<file path="config.mk">
export PLATFORM = sky130hd
export DESIGN_NAME = scoreboard_forward_unit
export DESIGN_NICKNAME = d
export VERILOG_FILES = /design/src/rtl/hazard_pkg.sv /design/src/rtl/fwd_src_select.sv /design/src/rtl/scoreboard_forward_unit.sv
export SDC_FILE = /design/constraint.sdc
export NUM_CORES = 1
export LEC_CHECK = 0
export ABC_CLOCK_PERIOD_IN_PS = 6100
export BUFFER_PORTS_ARGS = -buffer_cell sky130_fd_sc_hd__buf_4
export CORE_MARGIN = 2
export CORE_UTILIZATION = 40
export DETAILED_ROUTE_END_ITERATION = 10
export SYNTH_ARGS = -nofsm -noshare
export SYNTH_HDL_FRONTEND = slang
export SYNTH_SLANG_ARGS = --single-unit
</file>
<file path="constraint.sdc">
create_clock -name clk -period 6.1 [get_ports clk]
set_input_delay 0.305 -clock clk [delete_from_list [all_inputs] [get_ports clk]]
set_output_delay 0.305 -clock clk [all_outputs]
set_load 0.005 [all_outputs]
</file>
<file path="src/rtl/hazard_pkg.sv">
// Shared constants and helpers for the forwarding / hazard unit.
package hazard_pkg;

  localparam int REG_AW_DEF  = 5;
  localparam int NUM_STG_DEF = 2;
  localparam int FWD_RF      = 0;

  // Stage k is selected by code k+1; code 0 is the register file.
  function automatic int stg_sel(input int k);
    return k + 1;
  endfunction

endpackage

</file>
<file path="src/rtl/fwd_src_select.sv">
// Resolves one source operand against the scoreboard and the
// forwarding stages, youngest matching stage first.
module fwd_src_select
  import hazard_pkg::*;
#(
  parameter int REG_AW  = REG_AW_DEF,
  parameter int NUM_STG = NUM_STG_DEF,
  parameter int SEL_W   = $clog2(NUM_STG + 1)
) (
  input  logic [REG_AW-1:0]         addr,
  input  logic                      used,
  input  logic                      busy,
  input  logic [NUM_STG-1:0]        wb_en,
  input  logic [NUM_STG*REG_AW-1:0] rd,
  input  logic [NUM_STG-1:0]        rdy,
  output logic [SEL_W-1:0]          sel,
  output logic                      stall
);

  logic [NUM_STG-1:0] hit;

  always_comb begin
    hit = '0;
    for (int k = 0; k < NUM_STG; k++) begin
      hit[k] = wb_en[k]
             && (rd[k*REG_AW +: REG_AW] == addr)
             && (rd[k*REG_AW +: REG_AW] != '0);
    end
  end

  // Descending scan: the last assignment is the youngest hit.
  always_comb begin
    sel   = SEL_W'(FWD_RF);
    stall = 1'b0;
    if (used && (addr != '0)) begin
      if (busy) begin
        stall = 1'b1;
      end else begin
        for (int k = NUM_STG - 1; k >= 0; k--) begin
          if (hit[k]) begin
            sel   = SEL_W'(stg_sel(k));
            stall = !rdy[k];
          end
        end
      end
    end
  end

endmodule

</file>
<file path="src/rtl/scoreboard_forward_unit.sv">
// Forwarding mux control, long-latency scoreboard, pipeline stall
// and saturating stall-cycle counter for the EX stage.
module scoreboard_forward_unit
  import hazard_pkg::*;
#(
  parameter int REG_AW  = REG_AW_DEF,
  parameter int NUM_SRC = 2,
  parameter int NUM_STG = NUM_STG_DEF,
  parameter int LAT_W   = 3,
  parameter int SEL_W   = $clog2(NUM_STG + 1),
  parameter int PERF_W  = 16
) (
  input  logic                      clk,
  input  logic                      rst,
  input  logic [NUM_SRC*REG_AW-1:0] src_addr,
  input  logic [NUM_SRC-1:0]        src_used,
  input  logic [NUM_STG-1:0]        stg_wb_en,
  input  logic [NUM_STG*REG_AW-1:0] stg_rd,
  input  logic [NUM_STG-1:0]        stg_rdy,
  input  logic                      issue_valid,
  input  logic [REG_AW-1:0]         issue_rd,
  input  logic [LAT_W-1:0]          issue_lat,
  output logic [NUM_SRC*SEL_W-1:0]  fwd_sel,
  output logic                      stall,
  output logic [NUM_SRC-1:0]        stall_src,
  output logic [PERF_W-1:0]         stall_cycles
);

  localparam int NREG = 2 ** REG_AW;

  logic [LAT_W-1:0] cnt [1:NREG-1];
  logic [NREG-1:0]  busy;
  logic [LAT_W-1:0] lat_ld;

  always_comb begin
    lat_ld = issue_lat;
    unique case (1'b1)
      (issue_lat == '0): lat_ld = LAT_W'(1);
      default:           lat_ld = issue_lat;
    endcase
  end

  always_comb begin
    busy = '0;
    for (int r = 1; r < NREG; r++) begin
      busy[r] = (cnt[r] != '0);
    end
  end

  // A fresh issue wins over the decrement of the same entry.
  always_ff @(posedge clk or posedge rst) begin
    if (rst) begin
      for (int r = 1; r < NREG; r++) begin
        cnt[r] <= '0;
      end
    end else begin
      for (int r = 1; r < NREG; r++) begin
        if (issue_valid && (issue_rd == REG_AW'(r))) begin
          cnt[r] <= lat_ld;
        end else if (cnt[r] != '0) begin
          cnt[r] <= cnt[r] - LAT_W'(1);
        end
      end
    end
  end

  for (genvar i = 0; i < NUM_SRC; i++) begin : g_src
    logic [REG_AW-1:0] a;
    logic              u;
    assign a = src_addr[i*REG_AW +: REG_AW];
    assign u = src_used[i] & ~rst;

    fwd_src_select #(
      .REG_AW  (REG_AW),
      .NUM_STG (NUM_STG),
      .SEL_W   (SEL_W)
    ) u_sel (
      .addr  (a),
      .used  (u),
      .busy  (busy[a]),
      .wb_en (stg_wb_en),
      .rd    (stg_rd),
      .rdy   (stg_rdy),
      .sel   (fwd_sel[i*SEL_W +: SEL_W]),
      .stall (stall_src[i])
    );
  end

  assign stall = |stall_src;

  always_ff @(posedge clk or posedge rst) begin
    if (rst) begin
      stall_cycles <= '0;
    end else if (stall && !(&stall_cycles)) begin
      stall_cycles <= stall_cycles + PERF_W'(1);
    end
  end

endmodule
</file>
After elaboration in Yosys (flattened, before gate mapping)
Index checks and enable logic that the tools add are counted.

operators by class
  reductions and logical operators = 114
  mux-type cells = 83
  bitwise gates (word level) = 3
  div/mod/pow operators = 0
  equality and inequality tests = 35
  order comparisons = 2
  shifts and indexed selects = 0
  $add $sub $neg = 32
  $mul = 0

operator list
  kind                     number
  $mux W3                  63
  $reduce_bool A3 Y1       31
  $sub A3 B1 Y3 const B    31
  $eq A5 B5 Y1 const B     16
  $reduce_bool A2 Y1       31
  $logic_and A1 B1 Y1      42
  $eq A5 B4 Y1 const B     8
  $eq A5 B3 Y1 const B     4
  $eq A5 B5 Y1             4
  $reduce_bool A5 Y1       4
  $add A16 B1 Y16 const B  1
  $mux W2                  8
  $reduce_and A16 Y1       1
  $lt A5 B6 Y1 const B     2
  $bmux W1 S5              2
  $eq A5 B2 Y1 const B     2
  $mux W1                  10
  $eq A5 B1 Y1 const B     1
  $logic_not A1 Y1         3
  $logic_not A3 Y1         1
  $and A1 B1 Y1            2
  $reduce_or A2 Y1         1
  $not A1 Y1               1

storage, ports and cells
  output and inout port bits = 23
  register bits after elaboration = 109
  bits in latches = 0
  memory bits (read-only) = 0
  memory bits (writable) = 0
  logic and storage cells = 301
  memories = 0

Longest topological paths before layout
Gate-level depths: netlist of the first run.

  word-level depth = 9
  depth in mapped cells = 11

Modules after synthesis
A second synthesis of the first run with hierarchy kept.

second synthesis, totals
  cells, all modules = 851
  area total of the unflattened synthesis = 7434.6 um^2

modules (own cells, without submodules)
  module                   area an instance (um^2)  cells an instance  times used
  scoreboard_forward_unit  7046.8                   797                1
  fwd_src_select           193.9                    27                 2

Least setup slack after synthesis of the first run
No wires, ideal clock.

  path type = register -> output
  from = reg cnt[24] (netlist name)
  to = out stall_src[0]
  data required time = 5.795 ns
  setup slack = 3.416 ns
  data arrival time = 2.379 ns
  path buffers = 2
  stages on the path, launching flop included = 11
  cell sequence = dfrtp_1 > inv_1 > ha_1 > nand2b_4 > mux4_2 > a221oi_2 > a31oi_2 > a221oi_4 > buf_6 > inv_1 > buf_4

between the ends
  cells in the longest elaborated chain, start to end = 5

ends and longest elaborated chain
  item                               RTL line                       source
  from (decl)                        scoreboard_forward_unit.sv:31  logic [LAT_W-1:0] cnt [1:NREG-1];
  from (signal, indexed assignment)  scoreboard_forward_unit.sv:59  cnt[r] <= lat_ld;
  from (signal, indexed assignment)  scoreboard_forward_unit.sv:61  cnt[r] <= cnt[r] - LAT_W'(1);
  $reduce_bool A3 Y1                 scoreboard_forward_unit.sv:46  busy[r] = (cnt[r] != '0);
  $bmux W1 S5                        scoreboard_forward_unit.sv:80  .busy (busy[a]),
  $mux W1 (not written as such)      scoreboard_forward_unit.sv:80
  $mux W1                            fwd_src_select.sv:36           if (busy) begin
  $mux W1                            fwd_src_select.sv:35           if (used && (addr != '0)) begin
  to (decl)                          scoreboard_forward_unit.sv:25  output logic [NUM_SRC-1:0] stall_src,

Every way passes these cells. The select of a mux whose other input is x is not followed.

Final worst setup path of the first run
  from = reg cnt[24] (netlist name)
  to = out stall

between the ends
  cells in the longest elaborated chain, start to end = 6

ends and longest elaborated chain
  item                           RTL line                       source
  $reduce_bool A3 Y1 *           scoreboard_forward_unit.sv:46
  $bmux W1 S5                    scoreboard_forward_unit.sv:80
  $mux W1 (not written as such)  scoreboard_forward_unit.sv:80
  $mux W1                        fwd_src_select.sv:36
  $mux W1                        fwd_src_select.sv:35
  $reduce_or A2 Y1 *             scoreboard_forward_unit.sv:89  assign stall = |stall_src;
  to (decl)                      scoreboard_forward_unit.sv:24  output logic stall,

Every way passes the cells marked *; elsewhere a longest branch is shown, timed or not. The select of a mux whose other input is x is not followed.

==> run summary, run 1 <==
Core area: 18800 um2
Ant. Diodes: 0
WL final: 18300 um
Area grow syn2layout: 12.0%
Post-synth EDFFs: 0
Final setup violation count: 0
Top cells by count, synth: dfrtp_1, nor2_1, nand2_1
Switching Fraction: 0.385
Max incr delay on CP: 890 ps
Routed length per instance: 15.8 um
Setup tns final: 0 ps
Relative slew slack: 0.342
Worst path arrival time: 3240 ps
Largest net degree at the start of global routing: 72
Register bit count reported by yosys: 109
Most common cell in the netlist: dfrtp_1
VDD IR max: 0.153 mV
Drt initial violations: 323
Congestion Overflow GR: 0
Port bufs: 59
Die ar.: 20300 um2
Total chip power: 3.82 mW
CTS tree: done
Period minus WS final: 3540 ps
Combinational power share: 0.497
Post-Synthesis Cell Area: 7660 um2
Post-synth top area share: 0.356
GRT Util Overall: 0.188
Net Switching: 1.47 mW
Crit-path slowest cell: a221oi_4
# rows: 50
Post-synth ARST share: 1.00
CTS Root Cell: clkbuf_16
Post-DP HPWL: 12800 um
Chip width: 142 um
Unrepaired setup endpoints after global routing: no
CTS Hold Buffers Added: 0
Fraction of layout instances using a drive strength above 1: 0.128
Final ANT Viol Nets: 0
Clk buf depth: 2
Total CTS buffers: 9
Pwr dens: 446 nW/um2
Vias: 6013
PostCTS Resize Cnt: 0
Top FF cell, synth: dfrtp_1
Final hold violations: 12
Fmax: 0.282 GHz
CTS H-tree depth: 3
Synth warn: 0
Clk_lat worst skew: 370 ps
CTS sink cnt: 109
Period utilization: 0.581
Average cell area after synthesis: 8.74 um2
Final Util: 0.457
Critical path type: flip-flop to output port
# IOs: 60
Sequential fraction of the synthesis area: 0.356
Slew Limit Fails: 0
Post-route DRC: 0
Max_cap viols: 0
Synth unique cells: 62
Seq pwr share: 0.337
Via density: 5.20
Synth Net Count: 976
Number of global-route vias before repair: 5682
Drt first pass iters: 4
Tightest Pin Transition: 987 ps
Clk pwr share: 0.166
CP Data Required Time: 5790 ps
Crit start category: flip-flop
CP cell instances: inv_1 -> ha_1 -> nand2b_4 -> mux4_2 -> a221oi_2 -> a31oi_2 -> a221oi_4 -> nand2_1 -> buf_4
Worst Path Max Fanout: 17
Cell count after synthesis: 876
Internal power: 2.35 mW
Final hold slack: -5.35 ps
Global-route wire length before repair: 29900 um
Initial core utilization: 0.408
Clk_skew: 11.1 ps
Post-CTS Setup Bufs: 0
Failing checks: negative hold slack
Biggest area consumer among synthesized cells: dfrtp_1
Outcome: finished with violations
Gp weighted congestion: 0.857
Pleak: 3.96 nW
Crit. End Element: output port
Worst min-delay path class: input port to async pin
Top cells by area, synth: dfrtp_1, ha_1, o21ai_0
Vert. Die Dim: 142 um
R2r setup slk: 2890 ps
Post-layout net count: 1018
Antenna violations before repair: 0
Worst-path clk slew: 80 ps
==> routing by layer <==
metal / global-route usage / share of wire / vias to the layer above / wire, um
li1: - / - / 3042 / -
met1: 0.252 / 0.47 / 2880 / 8630
met2: 0.322 / 0.49 / 74 / 8970
met3: 0.0215 / 0.024 / 17 / 436
met4: 0.0568 / 0.015 / 0 / 270
met5: 0 / 0 / - / 0
==> worst paths after layout <==
| check | start | cells after the start | end |
|---|---|---|---|
| worst min register to register | stall_cycles[9] | 1 | stall_cycles[9] |
| max in group asynchronous | rst | 3 | cnt[38] |
| worst min-delay path | rst | 2 | stall_cycles[11] |
| worst max register to register | cnt[24] | 9 | stall_cycles[1] |
| min in group clk | issue_rd[2] | 3 | cnt[56] |
| worst max-delay path | cnt[24] | 9 | stall |
==> critical path, delay by kind of cell, from the launching register on <==
| family | cells | cell delay (ps) |
|---|---|---|
| fa+ha+maj | 1 | 230 |
| mux | 1 | 510 |
| simple gates | 2 | 190 |
| buf+inv | 2 | 290 |
| compound gates | 3 | 1300 |
| flops | 1 | 360 |
==> layout make-up <==
class	count	area, um2
Fill cell	1834	10200
Clock buffer	13	270
Inverter	75	284
Sequential cell	109	2730
Tap cell	234	293
Clock inverter	3	42.5
Timing Repair Buffer	61	458
Multi-Input combinational cell	662	4500
==> layout by cell type, fill, tap and decap left out, types with 11 or more instances in the layout <==
master,Yosys,layout
nand2_1,99,99
buf_4,3,61
xor2_1,27,27
dfrtp_1,109,109
nor3_1,11,11
mux2i_1,29,29
nand4_1,12,12
o21ai_0,77,77
nor2_1,102,101
nand3_1,15,15
xnor2_1,37,37
a21oi_1,57,57
nand2b_1,32,32
inv_1,75,74
ha_1,63,63
==> power groups by stage <==
stage	sequential, mW	clock (mW)	combinational, mW
2_1_floorplan	1.26	0	1.55
3_5_place_dp	1.30	0	1.91
3_3_place_gp	1.29	0	1.87
5_1_grt	1.34	0.676	2.22
6_report	1.29	0.635	1.90
4_1_cts	1.29	0.649	1.93
==> state kept, by name (all words and copies together), names as in the netlist <==
name,flops
stall_cycles,16
cnt,93
==> logic make-up (layout without fill, tap and decap cells) <==
group,after synthesis,in the layout,share of synthesized area
compound gates,174,174,0.141
xor+xnor,64,64,0.0732
fa+ha+maj,63,63,0.103
buf+inv,105,152,0.0564
flops,109,109,0.356
mux,42,42,0.0673
simple gates,319,319,0.203
==> metrics by stage <==
step	cell area, um2	hold WS, ps	instances	worst slack (ps)
after CTS	8580	12.8	1157	2520
after global routing	8580	41.1	1157	2340
after detailed placement	8270	405	1141	2880
after global placement	8270	400	1141	2920
after floorplan	7660	464	876	2920
final	8580	-5.35	1157	2560
No activity file was read; power rests on OpenSTA's default activity.
==> inputs of run 2 (changes only) <==
--- a/config.mk
+++ b/config.mk
@@ -5,7 +5,7 @@
 export SDC_FILE = /design/constraint.sdc
 export NUM_CORES = 1
 export LEC_CHECK = 0
-export ABC_CLOCK_PERIOD_IN_PS = 6100
+export ABC_CLOCK_PERIOD_IN_PS = 3300
 export BUFFER_PORTS_ARGS = -buffer_cell sky130_fd_sc_hd__buf_4
 export CORE_MARGIN = 2
 export CORE_UTILIZATION = 40
==> constraint.sdc (replaced) <==
create_clock -name clk -period 3.3 [get_ports clk]
set_input_delay 0.165 -clock clk [delete_from_list [all_inputs] [get_ports clk]]
set_output_delay 0.165 -clock clk [all_outputs]
set_load 0.005 [all_outputs]
==> run 2 against run 1 <==
Net effect: the flow now finishes without violations; utilization up 0.41 points; highest routed layer unchanged; sequential power up 84%; sequential share of layout area down 0.28 points; clock skew down 0.96 ps; power up 87%; largest cell class unchanged; routed wire length up 0.18%; die area unchanged.
==> run summary, run 2 (synthesis gave the netlist of run 1 again) <==
Tightest Pin Transition: 665 ps
Clk_skew: 10.1 ps
Crit start category: flip-flop
Outcome: completed
Fmax: 0.320 GHz
Worst hold path cell count: 3
Clk buf depth: 2
Post-CTS Setup Bufs: 0
Cell Count, Final, Fillers Out: 1163
Antenna violations before repair: 0
Routed length per instance: 15.8 um
Via density: 5.23
Hold Path Sink: cnt[59]
# rows: 50
Most flop-heavy register: cnt
Relative slew slack: 0.553
CTS Hold Buffers Added: 1
CP Data Required Time: 3130 ps
Final ANT Viol Nets: 0
Vias: 6080
Final setup violation count: 0
Slew Limit Fails: 0
Initial core utilization: 0.408
GRT Util Overall: 0.189
DP Cell Count: 1146
Core area: 18800 um2
Fraction of layout instances using a drive strength above 1: 0.133
Total CTS buffers: 9
Number of flip-flops in the largest register: 93
Die ar.: 20300 um2
Congestion Overflow GR: 0
Critical path type: flip-flop to output port
Clk_lat worst skew: 360 ps
Area grow syn2layout: 13.0%
Pleak: 4.00 nW
Leading cell type in the layout, fill and taps excluded: dfrtp_1
Worst min-delay path class: input port to flip-flop
Worst path arrival time: 2960 ps
Drt initial violations: 366
CTS sink cnt: 109
Worst Reg-to-Reg Cells: 10
Worst Setup SP: cnt[60]
Setup tns final: 0 ps
# IOs: 60
CTS tree: done
Pwr dens: 827 nW/um2
Period minus WS final: 3120 ps
Worst-path clk slew: 80 ps
Unrepaired setup endpoints after global routing: no
Drt first pass iters: 5
R2r setup slk: 420 ps
Post-DP HPWL: 13300 um
Largest net degree at the start of global routing: 63
Gp weighted congestion: 0.828
Number of global-route vias before repair: 5872
Max_cap viols: 0
PostCTS Resize Cnt: 0
Reg-to-reg critical path startpoint: cnt[60]
Period utilization: 0.946
Port bufs: 59
Regs by FF count: cnt x93, stall_cycles x16
VDD IR max: 0.309 mV
Most frequent cells in the layout: dfrtp_1, nor2_1, nand2_1, o21ai_0, inv_1
Final hold slack: 268 ps
Ant. Diodes: 0
Worst min-delay path startpoint: issue_rd[2]
Global-route wire length before repair: 30000 um
Crit. End Element: output port
Post-layout net count: 1024
Vert. Die Dim: 142 um
Chip width: 142 um
Post-route DRC: 0
FF-to-FF End: stall_cycles[1]
WL final: 18300 um
Final hold violations: 0
Worst Path Max Fanout: 17
CTS Root Cell: clkbuf_16
CTS H-tree depth: 3
[run 2: power breakdown]
group          leakage [nW]  internal [mW]  switching (mW)
clock network         0.159          0.679           0.547
logic                  2.55           1.70            1.86
registers              1.29           2.02           0.358
total                  4.00           4.40            2.76
[run 2: metal layers]
metal,part of all wire,track usage
met1,0.45,0.238
met2,0.49,0.330
met3,0.037,0.0306
met4,0.023,0.0631
met5,0,0
[run 2: area by class of cell]
cell class	instances	area, um2
clock inverter	7	105
timing repair buffer	67	518
sequential	109	2730
tap	234	293
fill	1851	10100
inverter	75	284
multi-input combinational	662	4500
clock buffer	9	225
[run 2: worst max-delay path by stage]
stage | end | slack, ps | depth (start not counted)
2_1_floorplan | cnt[0] | 260 | 1
3_3_place_gp | stall_cycles[1] | 470 | 10
3_5_place_dp | stall_cycles[1] | 420 | 10
4_1_cts | stall | 150 | 10
5_1_grt | stall | 20 | 10
6_report | stall | 180 | 10
[run 2: worst max-delay path, cell delays in order, from the launching register on]
cell      delay (ps)
dfrtp_1          360
inv_1            110
ha_1             240
nand2b_4          90
mux4_2           490
a221oi_2         390
nor4_1           160
a221oi_4         190
buf_4            300
nand2_1          100
buf_4            140
[run 2: through the flow]
stage                util  worst slack, ps  power, mW  area, um2
floorplan               -              261       5.20       7660
global placement    0.443              469       5.88       8320
detailed placement  0.443              417       5.98       8320
CTS                 0.461              151       7.24       8660
global route        0.461             19.9       7.92       8660
finish              0.461              177       7.16       8660
==> inputs of run 3 (changes only) <==
--- a/config.mk
+++ b/config.mk
@@ -5,6 +5,7 @@
 export SDC_FILE = /design/constraint.sdc
 export NUM_CORES = 1
 export LEC_CHECK = 0
+export ABC_AREA = 1
 export ABC_CLOCK_PERIOD_IN_PS = 3300
 export BUFFER_PORTS_ARGS = -buffer_cell sky130_fd_sc_hd__buf_4
 export CORE_MARGIN = 2
==> run 3 against run 2 <==
Net effect: area after synthesis increased by 2.7%; combinational power shrank 7.9%; worst hold slack got worse by 22 ps; first-iteration DRC count up 3.3%; global-route usage grew 0.42 points; worst setup slack gained 470 ps; sequential power about the same; sequential cell count did not move; via count is 11% higher; critical path type unchanged; critical endpoint unchanged.
==> run summary, run 3 <==
Worst path arrival time: 2490 ps
CTS H-tree depth: 3
Period minus WS final: 2650 ps
Sequential fraction of the synthesis area: 0.347
Most flop-heavy register: cnt
Post-CTS Setup Bufs: 0
Vert. Die Dim: 144 um
Pwr dens: 759 nW/um2
Average cell area after synthesis: 7.33 um2
Gp weighted congestion: 0.896
Number of global-route vias before repair: 6216
Main combinational cell family by area after synthesis: simple AND/OR/NAND/NOR gates
Post-Synth XOR/XNOR Area: 0.0779
VDD IR max: 0.370 mV
Drt first pass iters: 5
Pleak: 4.55 nW
Post-DP HPWL: 13800 um
Worst min-delay path class: input port to flip-flop
CP Data Required Time: 3130 ps
Crit start category: flip-flop
Slew Limit Fails: 0
Top cell by count, worst path: nand2_1
Crit-path slowest cell: dfrtp_1
Congestion Overflow GR: 0
# IOs: 60
Core area: 19400 um2
CTS Root Cell: clkbuf_16
Setup tns final: 0 ps
Fraction of layout instances using a drive strength above 1: 0.102
GRT Util Overall: 0.193
Period utilization: 0.804
Most frequent cells in the layout: nand2_1, inv_1, dfrtp_1, o21ai_0, nor2_1
CP cell instances: inv_1 -> ha_1 -> inv_1 -> nor2_1 -> nand2_1 -> nand2_1 -> nor2_1 -> nand2_1 -> nand3_1 -> nand3_1 -> nand3_1 -> nand2_1 -> nand2_2 -> buf_4
Via density: 4.83
Biggest area consumer among synthesized cells: dfrtp_1
Global-route wire length before repair: 31200 um
Final hold slack: 247 ps
Clk_skew: 12.0 ps
CTS tree: done
# rows: 51
Outcome: completed
Number of flip-flops in the largest register: 93
Post-synth top area share: 0.347
Clk buf depth: 2
Final Util: 0.455
WL final: 19200 um
Mux cell area share after synthesis: 0.0401
Final setup violation count: 0
Top FF cell, synth: dfrtp_1
Final ANT Viol Nets: 0
Post-synth ARST share: 1.00
Initial core utilization: 0.406
Port bufs: 59
Relative slew slack: 0.357
Worst Path Buf+Inv: 3
Worst-path clk slew: 80 ps
Regs by FF count: cnt x93, stall_cycles x16
Setup Slack @ Placement: 890 ps
Compound-Gate Fraction of Synth Area: 0.0844
Cell count after synthesis: 1074
Final hold violations: 0
Adder-cell share of the synthesized area: 0.100
Antenna violations before repair: 0
Synth Net Count: 1174
Largest net degree at the start of global routing: 102
Clk_lat worst skew: 370 ps
Post-synth EDFFs: 0
Tightest Pin Transition: 964 ps
Total chip power: 6.70 mW
Vias: 6724
Max_cap viols: 0
Area grow syn2layout: 12.1%
Total CTS buffers: 9
Top cells by count, synth: nand2_1, inv_1, dfrtp_1
Max incr delay on CP: 360 ps
Synth warn: 0
Final worst slack: 647 ps
Register bit count reported by yosys: 109
Chip width: 144 um
Synth unique cells: 30
CTS sink cnt: 109
Top cells by area, synth: dfrtp_1, nand2_1, ha_1
Post-layout net count: 1223
Crit. End Element: output port
Critical path type: flip-flop to output port
Leading cell type in the layout, fill and taps excluded: nand2_1
Die ar.: 20800 um2
Most common cell in the netlist: nand2_1
Post-Synthesis Cell Area: 7870 um2
Drt initial violations: 378
Unrepaired setup endpoints after global routing: no
Fmax: 0.377 GHz
Routed length per instance: 13.8 um
Family with the most delay on the worst path: simple AND/OR/NAND/NOR gates
Ant. Diodes: 0
Synth Area in Simple Gates: 0.255
Worst Path Max Fanout: 20
Post-route DRC: 0
run 3: power breakdown:
group / leakage (nW) / internal [mW] / switching [mW]
logic: 3.10 / 1.44 / 1.84
clock network: 0.129 / 0.538 / 0.517
registers: 1.32 / 2.00 / 0.358
total: 4.55 / 3.98 / 2.72
run 3: final timing paths:
kind	startpoint	endpoint	slack, ps	cells after the start
worst max-delay path	cnt[78]	stall	650	14
worst max register to register	cnt[78]	stall_cycles[0]	850	16
min in group asynchronous	rst	stall_cycles[5]	310	3
worst min register to register	stall_cycles[8]	stall_cycles[8]	510	2
worst min-delay path	issue_lat[2]	cnt[53]	250	3
max in group asynchronous	rst	cnt[57]	2130	4
run 3: cell families (layout without fill, tap and decap cells):
| logic type | count (synthesis) | count (layout) |
|---|---|---|
| and+or+nand+nor | 490 | 490 |
| buffers and inverters | 186 | 240 |
| AOI/OAI and AO/OA | 128 | 128 |
| DFF | 109 | 109 |
| xor gates and xnor gates | 70 | 70 |
| adders and majority gates | 63 | 63 |
| muxes | 28 | 28 |
run 3: what timing repair did:
action | in CTS | in global routing
hold buffers | 1 | 0
setup endpoints to repair | 0 | 0
hold endpoints to repair | 8 | 0
resized for setup | 0 | 0
run 3: final cells by class:
| type | instances | area (um2) |
|---|---|---|
| clock buffer | 12 | 246 |
| clock inverter | 4 | 32.5 |
| fill | 1976 | 10600 |
| inverter | 162 | 612 |
| multi-input combinational | 779 | 4390 |
| sequential | 109 | 2730 |
| tap | 265 | 332 |
| timing repair buffer | 62 | 480 |
run 3: per-stage QoR:
step	instances	cell area, um2
3_3_place_gp	1376	8530
6_report	1393	8820
2_1_floorplan	1074	7870
3_5_place_dp	1376	8530
4_1_cts	1393	8820
5_1_grt	1393	8820
run 3: per-layer routing:
layer	share of wire	vias to the layer above	global-route usage
li1	-	3465	-
met1	0.47	3106	0.258
met5	0	-	0
met2	0.48	128	0.325
met3	0.032	25	0.0219
met4	0.020	0	0.0680
run 3: worst register-to-register path, delay by kind of cell (launching register included):
family | cells | cell delay [ps]
AND/OR/NAND/NOR | 13 | 1710
flip-flops | 1 | 360
adder cells (fa/ha/maj) | 1 | 170
buffers and inverters | 2 | 150
